==> config.mk <==
export PLATFORM = sky130hd
export DESIGN_NAME = rom_bus_arbiter
export DESIGN_NICKNAME = d
export VERILOG_FILES = /design/src/rtl/rom_bus_arbiter_pkg.sv /design/src/rtl/rom_bus_arbiter_rr2.sv /design/src/rtl/rom_bus_arbiter.sv
export SDC_FILE = /design/constraint.sdc
export NUM_CORES = 1
export LEC_CHECK = 0
export BUFFER_PORTS_ARGS = -buffer_cell sky130_fd_sc_hd__buf_2
export CELL_PAD_IN_SITES_DETAIL_PLACEMENT = 2
export CELL_PAD_IN_SITES_GLOBAL_PLACEMENT = 2
export CORE_MARGIN = 4
export CORE_UTILIZATION = 19
export CTS_BUF_LIST = sky130_fd_sc_hd__clkbuf_4
export DETAILED_ROUTE_END_ITERATION = 6
export PLACE_DENSITY = 0.83
export SYNTH_ARGS = -nofsm -noshare
export SYNTH_HDL_FRONTEND = slang
export SYNTH_SLANG_ARGS = --single-unit
==> constraint.sdc <==
create_clock -name clk -period 2.05 [get_ports clk]
set_input_delay 0.1025 -clock clk [delete_from_list [all_inputs] [get_ports clk]]
set_output_delay 0.1025 -clock clk [all_outputs]
set_load 0.02 [all_outputs]
==> src/rtl/rom_bus_arbiter_pkg.sv <==
// Shared types and the address-window check for the ROM data-bus arbiter.
package rom_arb_pkg;

  typedef enum logic {ARB_IDLE, ARB_RESP} arb_state_e;
  typedef enum logic {GRANT_CPU, GRANT_DMA} arb_grant_e;

  // Misaligned or outside [base, base+bytes); the offset wraps so addresses below base fault too.
  function automatic logic addr_fault(input logic [31:0] addr,
                                      input logic [31:0] base,
                                      input logic [31:0] bytes);
    logic [31:0] off;
    off = addr - base;
    return (addr[1:0] != 2'b00) || (off >= bytes);
  endfunction

endpackage

==> src/rtl/rom_bus_arbiter_rr2.sv <==
// Combinational two-way round-robin picker: on contention the requester
// that did not win last time is chosen.
module rom_arb_rr2
  import rom_arb_pkg::*;
(
  input  logic       cpuValid,
  input  logic       dmaValid,
  input  arb_grant_e lastGrant,
  output logic       grantValid,
  output arb_grant_e grant
);

  always_comb begin
    grantValid = cpuValid | dmaValid;
    grant      = GRANT_CPU;
    if (cpuValid && dmaValid) begin
      grant = (lastGrant == GRANT_DMA) ? GRANT_CPU : GRANT_DMA;
    end else if (dmaValid) begin
      grant = GRANT_DMA;
    end
  end

endmodule

==> src/rtl/rom_bus_arbiter.sv <==
// Arbitrates CPU and DMA reads onto the ROM's combinational data port and
// returns a registered word plus fault flag to the granted requester.
module rom_bus_arbiter
  import rom_arb_pkg::*;
#(
  parameter logic [31:0] ROM_BASE  = 32'h0000_0000,
  parameter int unsigned ROM_BYTES = 4096
) (
  input  logic        clk,
  input  logic        rst_n,
  input  logic        cpuReqValid,
  output logic        cpuReqReady,
  input  logic [31:0] cpuReqAddr,
  output logic        cpuRespValid,
  input  logic        cpuRespReady,
  output logic [31:0] cpuRespData,
  output logic        cpuRespErr,
  input  logic        dmaReqValid,
  output logic        dmaReqReady,
  input  logic [31:0] dmaReqAddr,
  output logic        dmaRespValid,
  input  logic        dmaRespReady,
  output logic [31:0] dmaRespData,
  output logic        dmaRespErr,
  output logic [31:0] busReadAddress,
  input  logic [31:0] busReadData
);

  arb_state_e  r_state;
  arb_state_e  w_next;
  arb_grant_e  r_last_grant;
  logic [31:0] r_data;
  logic        r_err;

  logic        w_grant_valid;
  arb_grant_e  w_grant;
  logic [31:0] w_win_addr;
  logic        w_fault;
  logic        w_take;

  rom_arb_rr2 u_rr2 (
    .cpuValid   (cpuReqValid),
    .dmaValid   (dmaReqValid),
    .lastGrant  (r_last_grant),
    .grantValid (w_grant_valid),
    .grant      (w_grant)
  );

  assign w_win_addr = (w_grant == GRANT_CPU) ? cpuReqAddr : dmaReqAddr;
  assign w_fault    = addr_fault(w_win_addr, ROM_BASE, 32'(ROM_BYTES));

  always_comb begin
    w_next         = r_state;
    w_take         = 1'b0;
    cpuReqReady    = 1'b0;
    dmaReqReady    = 1'b0;
    busReadAddress = '0;
    cpuRespValid   = 1'b0;
    cpuRespData    = '0;
    cpuRespErr     = 1'b0;
    dmaRespValid   = 1'b0;
    dmaRespData    = '0;
    dmaRespErr     = 1'b0;
    case (r_state)
      ARB_IDLE: begin
        if (w_grant_valid) begin
          busReadAddress = w_win_addr;
          cpuReqReady    = (w_grant == GRANT_CPU);
          dmaReqReady    = (w_grant == GRANT_DMA);
          w_take         = 1'b1;
          w_next         = ARB_RESP;
        end
      end
      ARB_RESP: begin
        // The last grant doubles as the owner of the pending response.
        if (r_last_grant == GRANT_CPU) begin
          cpuRespValid = 1'b1;
          cpuRespData  = r_data;
          cpuRespErr   = r_err;
          if (cpuRespReady) w_next = ARB_IDLE;
        end else begin
          dmaRespValid = 1'b1;
          dmaRespData  = r_data;
          dmaRespErr   = r_err;
          if (dmaRespReady) w_next = ARB_IDLE;
        end
      end
      default: w_next = ARB_IDLE;
    endcase
  end

  always_ff @(posedge clk or negedge rst_n) begin
    if (!rst_n) begin
      r_state      <= ARB_IDLE;
      r_last_grant <= GRANT_DMA;
      r_data       <= '0;
      r_err        <= 1'b0;
    end else begin
      r_state <= w_next;
      if (w_take) begin
        r_last_grant <= w_grant;
        r_err        <= w_fault;
        r_data       <= w_fault ? '0 : busReadData;
      end
    end
  end

endmodule

# ---- Word-level counts from Yosys, hierarchy flattened
# Cells that the tools add are included.
dict set report op_classes {
  order_cmp 1
  mux 28
  bitwise 3
  n_reduce_logical 3
}
# operator n
set ops {}
lappend ops {{32-bit two-way mux} 8}
lappend ops {{32-bit by 13-bit greater-or-equal comparator with 1-bit output, second input constant} 1}
lappend ops {{1-bit two-way mux} 19}
lappend ops {{1-bit NOT} 2}
lappend ops {{1-bit one-hot mux with 2 select lines} 1}
lappend ops {{2-bit nonzero test} 1}
lappend ops {{1-bit logical AND} 1}
lappend ops {{1-bit logical OR} 1}
lappend ops {{1-bit bitwise OR} 1}
dict set report totals {
  reg_bits 35
  input_bits 102
}

# ---- Longest topological paths before layout
dict set report logic_depth {
  depth_word 6
  ltp_mapped 6
  ltp_nobuf 4
}

# ---- Cells and area by module
# From an unflattened synthesis, not the netlist that was laid out.
dict set report unflattened {
  hier_cells 257
  area_unflattened_um2 2449.8
}
# module instances cells_per_inst area_each_um2 seq_area_each_um2
set modules_own_cells {}
lappend modules_own_cells {rom_bus_arbiter 1 255 2436.1 877.1}
lappend modules_own_cells {rom_arb_rr2 1 2 13.8 0.0}

# ---- Least setup slack after synthesis
# Ideal clock, no wire load.
dict set report synth_timing {
  path_kind {register to output}
  start {reg r_last_grant}
  end {out busReadAddress[11]}
  arrival_time_ns 1.571
  required_time_ns 1.947
  path_slack_ns 0.376
  stages_incl_launch_ff 7
  path_buffers 2
  cell_sequence {dfstp_2 -> buf_2 -> nand2_1 -> nand2_1 -> buf_1 -> nand2_1 -> a21oi_1}
}
dict set report synth_via {
  elab_chain_cells 5
}
# item line
set synth_rtl {}
lappend synth_rtl {{start, declared} rom_bus_arbiter.sv:31} ;# arb_grant_e r_last_grant;
lappend synth_rtl {{start signal, assigned} rom_bus_arbiter.sv:101} ;# r_last_grant <= w_grant;
lappend synth_rtl {{1-bit two-way mux} rom_bus_arbiter_rr2.sv:17} ;# grant = (lastGrant == GRANT_DMA) ? GRANT_CPU : GRANT_DMA;
lappend synth_rtl {{1-bit two-way mux} rom_bus_arbiter_rr2.sv:16} ;# if (cpuValid && dmaValid) begin
lappend synth_rtl {{32-bit two-way mux} rom_bus_arbiter.sv:49} ;# assign w_win_addr = (w_grant == GRANT_CPU) ? cpuReqAddr : dmaReqAddr;
lappend synth_rtl {{32-bit two-way mux} rom_bus_arbiter.sv:66} ;# if (w_grant_valid) begin
lappend synth_rtl {{32-bit two-way mux} rom_bus_arbiter.sv:64} ;# case (r_state)
lappend synth_rtl {{end, declared} rom_bus_arbiter.sv:25} ;# output logic [31:0] busReadAddress,
# Every way passes these cells.

# ---- Worst setup path after layout
dict set report layout_timing {
  start {reg r_last_grant}
  end {out busReadAddress[10]}
}
# The elaborated chain is that of the path after synthesis.

==> results.yml <==
synthesis:
  post-synth-top-count-cell: "nand2_1"
  synthArstFlopShare_pct: 100.0
  syn_area_sq_um: 2337
  yosys-top-cells-count: "nand2_1, dfrtp_1, a21oi_1"
  syn_inst: 291
  ys_types: 23
  ys_warn_count: 0
  synthTopCellsByArea: "dfrtp_1, a22o_1, nand2_1"
  synth_nets: 393
  ys.flop_type: "dfrtp_1"
  synth_top_area_cell: "dfrtp_1"
  ys_seq_elements: 35
  synth_top_cell_area_share_pct: 36.40
  syn_avg_cell_area_sq_um: 8.032
  yosysSeqAreaShare_pct: 37.53
  synth_enable_flop_cells: 0
cts:
  cts_tree: "done"
  clk_pin_slew_ns: 0.11
  cts_buffers: 5
  insertion_delay_ns: 0.33
  clk_path_buf_depth: 2
  cts-root-buf: "clkbuf_4"
  htree_levels: 2
  cts_sinks: 35
worst_setup_path:
  max_stage_delay_ns: 0.40
  reg2reg_slack_ns: 0.37
  criticalPathCategory: "reg -> out"
  cp-end-kind: "primary output"
  r2r_start: "r_state"
  slowest_stage: "dfstp_2"
  rr_endpoint: "r_data[2]"
  path_cells: "buf_4 -> a21boi_2 -> buf_6 -> nand2_1 -> a21oi_2 -> buf_2"
  crit_required_ns: 1.95
  crit_arrival_ns: 1.82
  start_kind: "flop"
  r2r_cells: 5
  crit_path_max_fanout: 32
placed_design:
  place_ws_ns: 0.08149
  dp_hpwl_um: 8871
  dp.cells: 621
  io_buffers: 203
  gp_congestion: 0.8282
sta:
  fin_crit_sh_pct: 93.77
  fin_setup_tns_ns: 0
  slew_viol_final: 0
  final.setup.worst_slack_ns: 0.1278
  hold_violations: 0
  worstMarginPinSlew_ns: 0.8419
  fin_crit_ns: 1.922
  rsz0062_at_grt: "false"
  maxSlewHeadroom_pct: 43.73
  fmax_mhz: 520.2
  skew_ns: 0.01403
  setup_violations: 0
  hold_ws_ns: 0.03581
finish:
  multi_input_area_sq_um: 1351
  stdcell_count: 666
  antenna_cells: 0
  final-seq-area_sq_um: 877.1
  drive_gt1_share_pct: 44.70
  fin_util_pct: 32.79
  syn_to_final_growth_pct: 68.52
  fill_cells: 1447
  nNetsFinal: 620
drt:
  num_vias: 3153
  finalWirelength_um: 12460
  first_pass_iters: 4
  drcViolationCount: 0
  wl_per_cell_um: 18.71
  ant_nets: 0
  via_per_inst: 4.734
  drt-initial-drc-count: 123
die:
  rows: 40
  initial_core_util_pct: 19.46
  die_w_um: 118.9
  dieArea_sq_um: 14140
  fp.coreArea_sq_um: 12010
  die_y_um: 118.9
  io_pins: 204
hold_path:
  min_from: "cpuRespReady"
  holdPathEnd: "r_state"
  hold_path_class: "in -> reg"
  min_path_cells: 2
global_routing:
  grt_use_total_pct: 16.54
  grt_pass1_wl_um: 19100
  grt_antenna_before_repair: 0
  grt_pass1_vias: 3503
  grt_start_max_net_pins: 36
  grt_overflow_total: 0
run_status:
  status: "finished, final reports clean"
power:
  powerDensity_nw_per_um2: 713.0
  p_leak_nw: 2.330
  ir_drop_uv: 267.2
flow_run:
  drv_cap: 0
-- flip-flops by register name, summed over array words and instances (netlist names) --
register / cells
r_err: 1
r_state: 1
r_data: 32
r_last_grant: 1
-- metal layers --
layer,GRT usage (%),share of wire [%],vias to the layer above
li1,-,-,1465
met3,4.558,8.0,10
met5,0,0,-
met4,2.969,1.0,0
met1,18.30,38,1530
met2,31.62,53,148
-- placed cells by master (no fill, tap or decap) --
cell type,instances
clkinvlp_4,1
dlygate4sd3_1,33
and3_1,32
clkbuf_4,6
nor2_1,4
nand4_1,2
nand2_1,70
nand4b_1,1
dfstp_2,1
clkinv_2,1
o32ai_4,1
a21oi_1,32
nand2b_2,1
o221ai_1,1
dfrtp_1,34
buf_4,6
inv_1,4
a21boi_2,1
nor2b_1,3
buf_6,2
a22o_1,32
o21bai_4,1
nor2b_4,2
and2_1,32
a21oi_2,1
buf_12,2
buf_2,203
nor4_1,7
nor4_2,3
-- worst max path at each step --
stage	from	endpoint	depth (start not counted)
5_1_grt	r_state	busReadAddress[23]	4
3_3_place_gp	r_last_grant	r_state	3
2_1_floorplan	r_last_grant	busReadAddress[11]	6
4_1_cts	r_last_grant	busReadAddress[21]	6
3_5_place_dp	r_last_grant	cpuRespData[8]	3
6_report	r_last_grant	busReadAddress[10]	6
-- cells by family (layout without fill, tap and decap cells) --
| group | Yosys count | in the layout | share of synthesized area [%] |
|---|---|---|---|
| AND/OR/NAND/NOR | 156 | 157 | 34.85 |
| AO/OA/AOI/OAI | 69 | 69 | 21.41 |
| flip-flops | 35 | 35 | 37.53 |
| buffers and inverters | 31 | 258 | 6.209 |
-- worst max-delay path: cells and delay by family, from the launching register on --
kind / cells / cell delay (ns)
buffers and inverters: 3 / 0.62
flip-flops: 1 / 0.40
AND/OR/NAND/NOR: 1 / 0.12
AO/OA/AOI/OAI: 2 / 0.35
-- what timing repair did --
action / 4_1_cts / 5_1_grt
resized for setup: 1 / 4
hold endpoints to repair: 65 / 1
buffers inserted: 3 / 0
gates cloned: 0 / 1
setup endpoints to repair: 66 / 60
hold buffers: 32 / 1
-- where the power goes --
part / switching [mW] / internal [mW] / total (mW) / leakage, nW
combinational: 1.15 / 0.528 / 1.68 / 1.82
clock: 0.243 / 0.146 / 0.389 / 0.0317
sequential: 0.0226 / 0.718 / 0.740 / 0.478
total: 1.42 / 1.39 / 2.81 / 2.33
-- per-stage QoR --
stage	cell area, sq um	power (mW)
final	3939	2.808
after global routing	3939	3.035
after CTS	3904	2.789
after detailed placement	3498	2.282
after global placement	3498	2.233
after floorplan	2337	1.632
-- cell type report --
cell class / instances / share of cell area, %
Tap cell: 147 / 4.670
Inverter: 4 / 0.3812
Clock inverter: 2 / 0.3177
Sequential cell: 35 / 22.27
Timing Repair Buffer: 246 / 36.91
Clock buffer: 6 / 1.144
Multi-Input combinational cell: 226 / 34.31
(Power assumes the default switching activity.)
